`src/rtl/flag_unit_pkg.sv`:
```
// Shared definitions for the status-flag unit: flag bit positions, the packed
// flag word, and the condition-code encoding used by the jump decoder.
package flag_unit_pkg;

    localparam int unsigned FLAG_Z = 0;
    localparam int unsigned FLAG_O = 1;
    localparam int unsigned FLAG_C = 2;
    localparam int unsigned FLAG_S = 3;

    typedef logic [3:0] flags_t;

    typedef enum logic [3:0] {
        COND_ALWAYS = 4'd0,
        COND_Z      = 4'd1,
        COND_NZ     = 4'd2,
        COND_C      = 4'd3,
        COND_NC     = 4'd4,
        COND_S      = 4'd5,
        COND_NS     = 4'd6,
        COND_O      = 4'd7,
        COND_NO     = 4'd8,
        COND_UGT    = 4'd9,
        COND_ULE    = 4'd10,
        COND_SLT    = 4'd11,
        COND_SGE    = 4'd12,
        COND_SGT    = 4'd13,
        COND_SLE    = 4'd14,
        COND_NEVER  = 4'd15
    } cond_e;

endpackage

```
`src/rtl/flag_unit_cond_eval.sv`:
```
// Purely combinational condition evaluator: flag word + condition code in,
// branch-taken decision out. C set means unsigned borrow (a < b).
module flag_cond_eval
    import flag_unit_pkg::*;
(
    input  logic [3:0] flags_i,
    input  logic [3:0] cond_sel_i,
    output logic       cond_true_o
);

    logic z, o, c, s, lt;

    always_comb begin
        z  = flags_i[FLAG_Z];
        o  = flags_i[FLAG_O];
        c  = flags_i[FLAG_C];
        s  = flags_i[FLAG_S];
        lt = s ^ o;
        cond_true_o = 1'b0;
        unique case (cond_e'(cond_sel_i))
            COND_ALWAYS: cond_true_o = 1'b1;
            COND_Z:      cond_true_o = z;
            COND_NZ:     cond_true_o = ~z;
            COND_C:      cond_true_o = c;
            COND_NC:     cond_true_o = ~c;
            COND_S:      cond_true_o = s;
            COND_NS:     cond_true_o = ~s;
            COND_O:      cond_true_o = o;
            COND_NO:     cond_true_o = ~o;
            COND_UGT:    cond_true_o = ~c & ~z;
            COND_ULE:    cond_true_o = c | z;
            COND_SLT:    cond_true_o = lt;
            COND_SGE:    cond_true_o = ~lt;
            COND_SGT:    cond_true_o = ~lt & ~z;
            COND_SLE:    cond_true_o = lt | z;
            COND_NEVER:  cond_true_o = 1'b0;
            default:     cond_true_o = 1'b0;
        endcase
    end

endmodule

```
`src/rtl/flag_unit.sv`:
```
// CPU status-flag register with per-flag write mask, multi-byte zero chaining,
// a save/restore flag stack and a condition evaluator on the registered flags.
module flag_unit
    import flag_unit_pkg::*;
#(
    parameter int unsigned WIDTH       = 8,
    parameter int unsigned STACK_DEPTH = 4,
    localparam int unsigned SPW        = $clog2(STACK_DEPTH + 1)
) (
    input  logic             clk,
    input  logic             rst,
    input  logic             we,
    input  logic [3:0]       flag_mask,
    input  logic             zchain,
    input  logic [WIDTH-1:0] result,
    input  logic             overflow,
    input  logic             carry,
    input  logic             push,
    input  logic             pop,
    input  logic             clr_err,
    input  logic [3:0]       cond_sel,
    output logic             cond_true,
    output logic             zflag,
    output logic             oflag,
    output logic             cflag,
    output logic             sflag,
    output logic             stack_empty,
    output logic             stack_full,
    output logic             stack_err,
    output logic [SPW-1:0]   sp
);

    // Storage is rounded up to a power of two so sp can index it by truncation.
    localparam int unsigned IW      = (STACK_DEPTH > 1) ? $clog2(STACK_DEPTH) : 1;
    localparam int unsigned ENTRIES = 1 << IW;

    flags_t           flags_q, flags_d;
    logic [SPW-1:0]   sp_q, sp_d;
    logic             err_q, err_d;
    flags_t           stack_q [ENTRIES];

    logic             do_push, do_pop, both;
    logic             empty, full, new_err, stack_wr;
    logic [SPW-1:0]   sp_dec;
    logic [IW-1:0]    wr_idx, rd_idx;
    flags_t           alu_flags;

    assign empty  = (sp_q == '0);
    assign full   = (sp_q == SPW'(STACK_DEPTH));
    assign sp_dec = sp_q - 1'b1;
    assign wr_idx = sp_q[IW-1:0];
    assign rd_idx = sp_dec[IW-1:0];

    always_comb begin
        do_push = push & ~pop;
        do_pop  = pop & ~push;
        both    = push & pop;
        new_err = both | (do_push & full) | (do_pop & empty);

        alu_flags         = '0;
        alu_flags[FLAG_Z] = zchain ? (flags_q[FLAG_Z] & (result == '0)) : (result == '0);
        alu_flags[FLAG_O] = overflow;
        alu_flags[FLAG_C] = carry;
        alu_flags[FLAG_S] = result[WIDTH-1];

        flags_d  = flags_q;
        sp_d     = sp_q;
        stack_wr = 1'b0;

        // A pop request (even a failing one) suppresses the ALU update.
        if (do_pop) begin
            if (!empty) begin
                flags_d = stack_q[rd_idx];
                sp_d    = sp_dec;
            end
        end else if (we) begin
            flags_d = (alu_flags & flag_mask) | (flags_q & ~flag_mask);
        end

        if (do_push && !full) begin
            stack_wr = 1'b1;
            sp_d     = sp_q + 1'b1;
        end

        err_d = err_q;
        if (new_err)      err_d = 1'b1;
        else if (clr_err) err_d = 1'b0;
    end

    always_ff @(posedge clk or posedge rst) begin
        if (rst) begin
            flags_q <= '0;
            sp_q    <= '0;
            err_q   <= 1'b0;
        end else begin
            flags_q <= flags_d;
            sp_q    <= sp_d;
            err_q   <= err_d;
        end
    end

    always_ff @(posedge clk) begin
        if (stack_wr && !rst) stack_q[wr_idx] <= flags_q;
    end

    flag_cond_eval u_cond (
        .flags_i     (flags_q),
        .cond_sel_i  (cond_sel),
        .cond_true_o (cond_true)
    );

    assign zflag       = flags_q[FLAG_Z];
    assign oflag       = flags_q[FLAG_O];
    assign cflag       = flags_q[FLAG_C];
    assign sflag       = flags_q[FLAG_S];
    assign stack_empty = empty;
    assign stack_full  = full;
    assign stack_err   = err_q;
    assign sp          = sp_q;

endmodule

```
`config.mk`:
```
export PLATFORM = sky130hd
export DESIGN_NAME = flag_unit
export DESIGN_NICKNAME = d
export VERILOG_FILES = /design/src/rtl/flag_unit_pkg.sv /design/src/rtl/flag_unit_cond_eval.sv /design/src/rtl/flag_unit.sv
export SDC_FILE = /design/constraint.sdc
export NUM_CORES = 1
export LEC_CHECK = 0
export BUFFER_PORTS_ARGS = -buffer_cell sky130_fd_sc_hd__buf_2
export CORE_UTILIZATION = 56
export DETAILED_ROUTE_END_ITERATION = 6
export PLACE_DENSITY = 0.84
export SLEW_MARGIN = 20
export SYNTH_ARGS = -nofsm -noshare
export SYNTH_HDL_FRONTEND = slang
export SYNTH_SLANG_ARGS = --single-unit
```
`constraint.sdc`:
```
create_clock -name clk -period 5.11 [get_ports clk]
set_input_delay 1.022 -clock clk [delete_from_list [all_inputs] [get_ports clk]]
set_output_delay 1.022 -clock clk [all_outputs]
set_load 0.1 [all_outputs]
```
After elaboration in Yosys (flattened, before gate mapping):

Memories as Yosys holds them, arrays and structs flattened.
Index checks and enable logic that the tools add are counted.

* bits in registers: 8
* bits in writable memories: 16
* input bits: 25
* word-level logic and storage cells: 73
* memories: 1

Memories
* stack_q: words 4, width 4, rd ports 1, clocked after memory_dff 0, write ports 1, line flag_unit.sv:40 `flags_t stack_q [ENTRIES];`

* $add $sub $neg: 2
* eq/ne operators: 18
* muxes and demuxes: 13
* bitwise gates (word level): 24
* reduce and logical (&&, ||, !) cells: 12

Operator list (count)
* 4-bit equality test, second input constant: 8
* 4-bit by 3-bit equality test with 1-bit output, second input constant: 4
* 1-bit case mux with 16 select lines: 1
* 4-bit two-way mux: 3
* 3-bit two-way mux: 3
* 1-bit bitwise AND: 8
* 4-bit bitwise AND: 2
* 4-bit by 2-bit equality test with 1-bit output, second input constant: 2
* 8-bit logical NOT: 1
* 1-bit inverter: 7
* 1-bit two-way mux: 6
* 2-bit nonzero test: 3
* 4-bit by 1-bit equality test with 1-bit output, second input constant: 1
* 4-bit logical NOT: 1
* 4-bit inverter: 1
* 1-bit OR: 4
* 4-bit OR: 1
* 2-bit AND reduction: 2
* 3-bit by 1-bit adder with 3-bit output, second input constant: 1
* 3-bit equality test, second input constant: 1
* 3-bit logical NOT: 1
* 3-bit by 1-bit subtractor with 3-bit output, second input constant: 1
* 1-bit logical AND: 2
* 1-bit logical NOT: 2
* other kinds (3): 3

Depth between registers and ports, before layout:

Gate-level depths: netlist of run 1.

* depth in word-level cells: 7
* mapped depth: 8
* gate-level depth less buffers: 6

Cells and area by module:

Synthesis of run 1 repeated with hierarchy kept, for this count alone.

* cell total of the unflattened synthesis: 116
* area total of the unflattened synthesis: 1362.6 µm²

By module, submodules not included
* flag_unit: instances 1, cells each 93, area each 1207.4 µm²
* flag_cond_eval: instances 1, cells each 23, area each 155.1 µm²

Worst setup path after synthesis of run 1:

Ideal clock, no wire load.

* kind: reg-to-output
* start point: register sp_q[0] (netlist: sp[0])
* end point: output port stack_empty
* arrival time: 2.750 ns
* path slack: 1.338 ns
* cell stages (with the launch flop): 5
* cell sequence: dfrtp_1 buf_6 inv_1 ha_1 nor2b_1

* word-level cells in the longest chain between the ends: 1

RTL lines
* start, declared: line flag_unit.sv:38 `logic [SPW-1:0] sp_q, sp_d;`
* start signal, assigned: line flag_unit.sv:97 `sp_q <= sp_d;`
* 3-bit logical NOT: line flag_unit.sv:48 `assign empty = (sp_q == '0);`
* end, declared: line flag_unit.sv:27 `output logic stack_empty,`

No other way between the ends.

Worst setup path after layout of run 1:

* start point: input port cond_sel[2]
* end point: output port cond_true

* word-level cells in the longest chain between the ends: 2

RTL lines
* start, declared: line flag_unit.sv:21 `input logic [3:0] cond_sel,`
* 4-bit equality test, or another cell as far along: line flag_unit_cond_eval.sv:20 `unique case (cond_e'(cond_sel_i))`
* 1-bit case mux with 16 select lines (*): line flag_unit_cond_eval.sv:20
* end, declared: line flag_unit.sv:22 `output logic cond_true,`

Mark *: on every way between the ends. The rest lies on a longest branch, timed or not.

==> results.md, run 1 <==
Setup path:
- The critical-path cell with the highest stage delay is or4b_1.
- The highest net fanout along the worst path is 7.
- The critical path in this run is classified as in -> out.
- The arrival time reported for the critical path endpoint is 2.45 ns.
- Counting stages on the worst path, the most repeated cell is buf_2.
- On the worst path, the slowest cell contributes a delay of about 0.51 ns.
- The critical path data required time is 4.09 ns.
- The critical path goes through buf_2, nor2_1, a21oi_1, or4b_1, nand4_1, buf_2.
- STA classifies the critical path startpoint as a primary input.
- The element type at the critical path end is an output port.

Power:
- The part of the total power dissipated in sequential elements is 0.315.
- Internal power comes to 0.489 mW.
- Of the total power, the share spent switching nets is 0.528.
- Of the total power, combinational logic draws 0.554.
- For this design the ratio of total power to cell area is 643 mW/mm2.
- For this design the static power due to leakage is 0.685 nW.
- The share of power burned in the clock network is 0.131.
- Summing internal, switching and leakage power gives 1.04 mW.
- Summed over all nets, the switching power comes to ~0.55 mW.
- The peak supply drop is 572 uV.

Floorplan:
- The floorplan step set the die height to ~52 um.
- The width of the die is roughly 52 um.
- The die footprint is 0.00272 mm2.
- The placeable core area is 0.00230 mm2.
- The effective utilization at floorplan is 0.614.
- The I/O pin count is 36.
- Row generation in the floorplan step produced 17 rows.

Routing:
- For this run, design rule violations remaining after detail routing come to 0.
- After detailed routing, the met3 layer carries 228 um of wire.
- The detailed router put a total of 1210 um of wire on met1.
- The count of antenna-violating nets left after detailed routing is 0.
- The routed layout has 1095 vias.
- The number of iterations in the first detailed-routing pass is 4.
- Summed over all layers, the routed wires come to 2920 um.
- The first routing iteration left 33 violations.
- The top routing layer in use is met4.
- The total met2 wirelength after detailed routing is between 1000 and 1500 um.
- The average vias per placed instance is 6.19.
- In the final routed layout, each cell accounts on average for 16.5 um.

Clock tree:
- In this run the number of H-tree levels came out at 1.
- The clock root buffer master is clkbuf_4.
- The maximum buffer depth of the clock tree is 2.
- For the worst-skew pair, the clock arrives at the later sink with an insertion delay of 0.32 ns.
- The count of cells resized by post-cts repair is 0.
- The number of hold buffers added after CTS was 0.
- After clock tree synthesis, the setup repair step added 0 buffers.
- The sink count of the clock tree is 24.
- The TritonCTS clock tree is yes.
- Clock-pin slew was measured on the worst setup and hold paths at approximately 0.13 ns.
- Buffers inserted during clock tree synthesis total 3.

Logic synthesis:
- By area, the combinational part of the netlist is dominated by simple AND/OR/NAND/NOR gates.
- For this run, the register share of the synthesized area comes to 0.482.
- The synthesized netlist contains 40 unique library cells.
- The simple-gate share of the synthesized area is 0.149.
- In the synthesized netlist the async set-or-reset flop fraction comes to 0.333.
- The synthesized flop and latch total is 24.
- The most instantiated flip-flop cell in the synthesis netlist is edfxtp_1.
- Of the total synthesized cell area, the portion taken by XOR and XNOR cells is 0.0186.
- The synthesized-area fraction occupied by ao, oa, aoi and oai cells was 0.105.
- The average size of a mapped cell is around 12 um2.
- The Yosys step of the flow raised 0 warnings.
- Summing every instance area after synthesis gives between 0.001 and 0.0015 mm2.
- Summed over all instances, the cell type with the most area after synthesis is edfxtp_1.
- Of the post-synthesis cell area, the part taken by muxes is 0.137.
- In the post-synthesis netlist, the biggest area contributors are edfxtp_1 (34%), dfrtp_1 (14%), mux4_1 (5.6%).
- The number of enable-type register cells in the synthesized netlist is 16.
- Of the post-synthesis cell area, the dominant cell type holds 0.340.
- The synthesized-area fraction occupied by adder cells is 0.0443.
- In the synthesized netlist, the number of instances is around 120.
- Synthesis produced a netlist with a net count of 148.

Timing:
- In the finished design, the share of the clock period the worst path needs comes to 0.680.
- The final-report hold violation count is 0.
- The highest achievable clock rate is ~0.29 GHz.
- The normalized max-slew margin is 0.378.
- Setup repair after global routing left no endpoint under its margin.
- Across the routed clock network, the largest skew measured is 0.0101 ns.
- Across all setup checks in the final design, the least slack found is 1.64 ns.
- The total setup violations reported at the end of the flow is 0.
- Hold is met by 0.633 ns.
- Counting I/O delays and the setup requirement, the final critical path takes 3.47 ns.
- The final count of pins violating max slew is 0.
- At the pin with the least slew margin, the transition time is 0.925 ns.
- The total negative slack for setup checks is 0 ns.

Global routing:
- The global-route wire length before repair is 4620 um.
- Entering global routing, the biggest net connects 15 pins.
- The global-route congestion overflow total is 0.
- The number of antenna violations at the first check in global routing is 0.
- The overall fraction of global-route tracks in use is 0.251.
- The via count of the first global-routing pass came to 1014.

Status:
- The flow ran to the end, and the final reports show no timing, DRC or antenna violations.

Final layout:
- The share of the core filled with cells in the final layout is 0.701.
- The total of fill cells in the finished design is 156.
- In the final layout, the share of cells above drive strength 1 is 0.289.
- The most common cell after layout, fill and taps aside is buf_2.
- In the layout the commonest cells are buf_2 (35), edfxtp_1 (16), nand2_1 (8), dfrtp_1 (8).
- In the final design database the tool counted 180 nets.
- The layout overhead on the synthesized area is 14.1%.
- The number of antenna diodes in the final layout is 0.

Placed design:
- Once detailed placement completed, the half-perimeter wirelength came to about 2200 um.
- The worst slack at placement is 1.63 ns.
- The congestion estimate from routability-driven global placement came to just under 0.8.
- The count of input and output buffers is 35.

Run:
- The number of maximum-capacitance constraint violations is 0.

Hold path:
- The path class of the tightest hold or removal check is reg -> reg.
cells in the mapped netlist (4+ instances only):
cell	instances
nor2_1	5
inv_1	7
a31oi_1	4
a21oi_1	4
dfrtp_1	8
mux2i_1	7
ha_1	5
nor2b_1	4
nand2_1	8
and2_1	4
edfxtp_1	16
power by group through the flow:
stage / Sequential, mW / Combinational (mW) / Clock, mW
2_1_floorplan: 0.511 / 0.309 / 0
4_1_cts: 0.326 / 0.573 / 0.137
5_1_grt: 0.335 / 0.607 / 0.145
6_report: 0.326 / 0.574 / 0.136
3_5_place_dp: 0.331 / 0.570 / 0
3_3_place_gp: 0.327 / 0.558 / 0
cell type report:
cell class	count	area (um2)	area share
Clock buffer	3	22.5	0.0140
Timing Repair Buffer	35	175	0.109
Inverter	7	26.3	0.0163
Sequential cell	24	681	0.423
Multi-Input combinational cell	79	641	0.398
Tap cell	28	35.0	0.0218
Clock inverter	1	30.0	0.0186
metrics by stage:
stage | instance area, um2 | std cells
global placement | 1560 | 173
detailed placement | 1560 | 173
floorplan | 1410 | 118
CTS | 1610 | 177
global route | 1610 | 177
finish | 1610 | 177
worst max-delay path, delay by kind of cell:
kind,cells,cell delay [ns]
and+or+nand+nor,3,0.78
AOI/OAI and AO/OA,1,0.08
buffers and inverters,2,0.57
final timing paths:
path	endpoint	slack, ns	depth (start not counted)	start
setup / recovery	cond_true	1.64	6	cond_sel[2]
hold / removal	stack_err	0.63	2	stack_err
setup reg to reg	stack_q[3][0]	2.71	4	sp[0]
hold reg to reg	stack_err	0.63	2	stack_err
max in group asynchronous	async pin	4.20	2	rst
min in group asynchronous	sp[2]	0.66	2	rst
layer usage:
metal / global-route usage / vias to the layer above
li1: - / 511
met3: 0.0667 / 9
met4: 0.118 / 0
met2: 0.438 / 59
met1: 0.283 / 516
met5: 0 / -
cells by family (layout without fill, tap and decap cells):
logic type      after synthesis  count (layout)
simple gates                 37              37
flops                        24              24
compound gates               21              21
buf+inv                      15              46
mux                          13              13
fa+ha+maj                     5               5
xor+xnor                      3               3
(Power assumes the default switching activity.)
==> run 2: changes to the inputs <==
--- a/config.mk
+++ b/config.mk
@@ -6,9 +6,9 @@
 export NUM_CORES = 1
 export LEC_CHECK = 0
 export BUFFER_PORTS_ARGS = -buffer_cell sky130_fd_sc_hd__buf_2
-export CORE_UTILIZATION = 56
+export CORE_UTILIZATION = 52
 export DETAILED_ROUTE_END_ITERATION = 6
-export PLACE_DENSITY = 0.84
+export PLACE_DENSITY = 0.78
 export SLEW_MARGIN = 20
 export SYNTH_ARGS = -nofsm -noshare
 export SYNTH_HDL_FRONTEND = slang
==> constraint.sdc (replaced) <==
create_clock -name clk -period 3.3 [get_ports clk]
set_input_delay 0.66 -clock clk [delete_from_list [all_inputs] [get_ports clk]]
set_output_delay 0.66 -clock clk [all_outputs]
set_load 0.1 [all_outputs]
==> run 2 against run 1 <==
- final area up 0.78%
- via count decreased by 4.5%
- first-iteration DRC count decreased by 18%
- clock-buffer cell count unchanged
- global-route usage fell by 4.0 points
- non-clock buffer count is 1 higher
- largest power group unchanged
==> results.md, run 2 (synthesis gave the netlist of run 1 again) <==
Global routing:
- Entering global routing, the biggest net connects 15 pins.
- Across every metal layer, demand over resource in global routing totals 0.211.
- The number of antenna violations at the first check in global routing is 0.
- For met3 alone, demand over resource in global routing was 0.0424.
- The via count of the first global-routing pass is 929.
- The layer with the highest usage after global routing is met2.
- For this run, global-route usage on met2 was measured as 0.364.
- The global-route congestion overflow total is 0.
- In the global route stage, met1 resource usage came out at 0.283.
- The first global-routing pass estimated 4280 um of wire.

Floorplan:
- The floorplan step defined a die boundary enclosing slightly below 0.003 mm2.
- 36 I/O pins were placed.
- For this configuration, the core starts out at a cell density of 0.560.
- The number of core rows is 18.
- The die is 54.1 um wide.
- The chip height is 54.1 um.
- The core region is between 0.002 and 0.003 mm2.

Timing:
- The final critical-path share of the clock period is 0.892.
- Between clock sinks in the finished design, the worst skew comes to 0.000851 ns.
- The worst path needs ~2.9 ns of the cycle, external delays included.
- The total negative slack for setup checks is 0 ns.
- The worst setup slack after layout is 0.356 ns.
- At the pin with the least slew margin, the transition time is 0.489 ns.
- The final count of pins violating max slew is 0.
- The final-report hold violation count came to 0.
- Setup repair after global routing left no endpoint under its margin.
- The total setup violations reported at the end of the flow is 0.
- The worst pin sits at a relative slew slack of 0.676.
- The highest achievable clock rate is 0.340 GHz.

Power:
- Of the total power, the share spent switching nets is 0.526.
- The cell-internal power is 0.757 mW.
- The share of power burned in combinational logic is 0.552.
- Of the total power, the clock network draws 0.129.
- For this design the static power due to leakage is just under 0.7 nW.
- The switching power is 0.840 mW.
- The peak supply drop is 786 uV.
- Of the total power, registers draw 0.319.
- Power spread over the standard cell area amounts to 984 mW/mm2.

Clock tree:
- The longest clock path from root to sink contains 2 buffers.
- Post-CTS timing repair inserted 0 buffers for setup.
- The TritonCTS clock tree is yes.
- The clock transition at the register clock pins on the worst setup and hold paths after CTS is 0.13 ns.
- Clock tree synthesis inserted a total of 3 buffers.
- CTS built an H-tree with a depth of 1.
- The tree is rooted in a clkbuf_4.
- The later-pin clock latency in the skew report is ~0.30 ns.
- The count of cells resized by post-cts repair is 0.
- The number of hold buffers added after CTS was 0.
- The sink count of the clock tree is 24.

Run:
- The number of maximum-capacitance constraint violations is 0.

Routing:
- The number of iterations in the first detailed-routing pass is 4.
- The count of antenna-violating nets left after detailed routing is 0.
- The remaining design rule violation count is 0.
- After detailed routing, the number of vias per cell comes to 5.81.
- The count of routing violations after the opening detailed-route iteration is 27.
- In the final routed layout, each cell accounts on average for about 15 um.
- The via total after detailed routing is ~1000.
- The overall routed net length is ~2800 um.

Final layout:
- The repair_antennas step left the layout with diodes totalling 0.
- The layout cell share with drive strength beyond 1 is 0.300.
- The most common cell after layout, fill and taps aside is buf_2.
- The library cells used most frequently in the layout, excluding fill and tap cells, are buf_2 (35), edfxtp_1 (16), nand2_1 (8), dfrtp_1 (8).
- The number of nets in the finished design is about 180.
- The layout overhead on the synthesized area is 15.0%.

Placed design:
- The wire-length estimate of the detail-placed layout is about 2100 um.
- The worst slack at placement is 0.573 ns.
- The count of input and output buffers is 35.
- At the end of routability-driven placement, the weighted congestion stood at 0.763.

Setup path:
- The startpoint type of the worst setup path is a flip-flop.
- The source of the worst register-to-register timing path is sp[0].
- The critical setup path kind is reg -> out.
- Data arrives at the worst endpoint at 2.28 ns.
- The worst setup slack for register-to-register paths is 1.14 ns.
- The critical-path cell with the highest stage delay is dfrtp_1.
- For this run, the slowest stage of the critical path takes 0.52 ns.
- The worst register-to-register path has a depth of 5.
- Of all nets on the critical path, the largest fanout is 8.
- The endpoint identified for the worst register-to-register timing path is stack_q[1][2].
- The signal on the critical path passes through xnor2_1, a21oi_1, or4b_1, nand4_1, buf_2.
- The worst setup path is captured at an output port.
- The critical path data required time is 2.64 ns.

Status:
- The run finished with clean final reports.

Hold path:
- In this run the worst hold path is classified as in -> async.
## run 2: layout make-up
class | count | area, um2
repair buffers | 36 | 183
multi-input cells | 79 | 643
clock inverters | 1 | 30.0
flip-flops and latches | 24 | 681
fillers | 203 | 900
well taps | 30 | 37.5
inverters | 7 | 26.3
clock buffers | 3 | 22.5
## run 2: how the worst max path moves through the flow
| stage | to | slack, ns | from | cells past startpoint |
|---|---|---|---|---|
| floorplan | cond_true | 0.04 | flip-flop | 4 |
| detailed placement | cond_true | 0.57 | cond_sel[2] | 6 |
| global route | cond_true | 0.19 | flip-flop | 5 |
| finish | cond_true | 0.36 | flip-flop | 5 |
| global placement | cond_true | 0.64 | cond_sel[2] | 6 |
| CTS | cond_true | 0.34 | flip-flop | 5 |
## run 2: power by group through the flow
stage          registers (mW)  logic (mW)  clock network, mW
2_1_floorplan           0.792       0.481                  0
6_report                0.509       0.881              0.207
3_3_place_gp            0.509       0.867                  0
4_1_cts                 0.509       0.882              0.209
3_5_place_dp            0.514       0.877                  0
5_1_grt                 0.523       0.931              0.222
## run 2: stage by stage
| stage | util | power, mW | cells | cell area [um2] | hold slack [ns] |
|---|---|---|---|---|---|
| after floorplan | - | 1.27 | 118 | 1410 | 0.476 |
| after global placement | 0.623 | 1.38 | 176 | 1570 | 0.594 |
| after detailed placement | 0.623 | 1.39 | 176 | 1570 | 0.591 |
| after CTS | 0.643 | 1.60 | 180 | 1620 | 0.301 |
| after global routing | 0.643 | 1.68 | 180 | 1620 | 0.310 |
| final | 0.643 | 1.60 | 180 | 1620 | 0.300 |
## run 2: layer usage
metal	vias to the layer above	part of all wire
met2	44	0.48
met3	2	0.075
met4	0	0.0051
li1	508	-
met1	492	0.44
met5	-	0
## run 2: worst max-delay path: cells and delay by family (launching register included)
kind	cells	cell delay, ns
AND/OR/NAND/NOR	2	0.61
AO/OA/AOI/OAI	1	0.14
XOR/XNOR	1	0.28
flip-flops	1	0.52
buffers and inverters	1	0.42
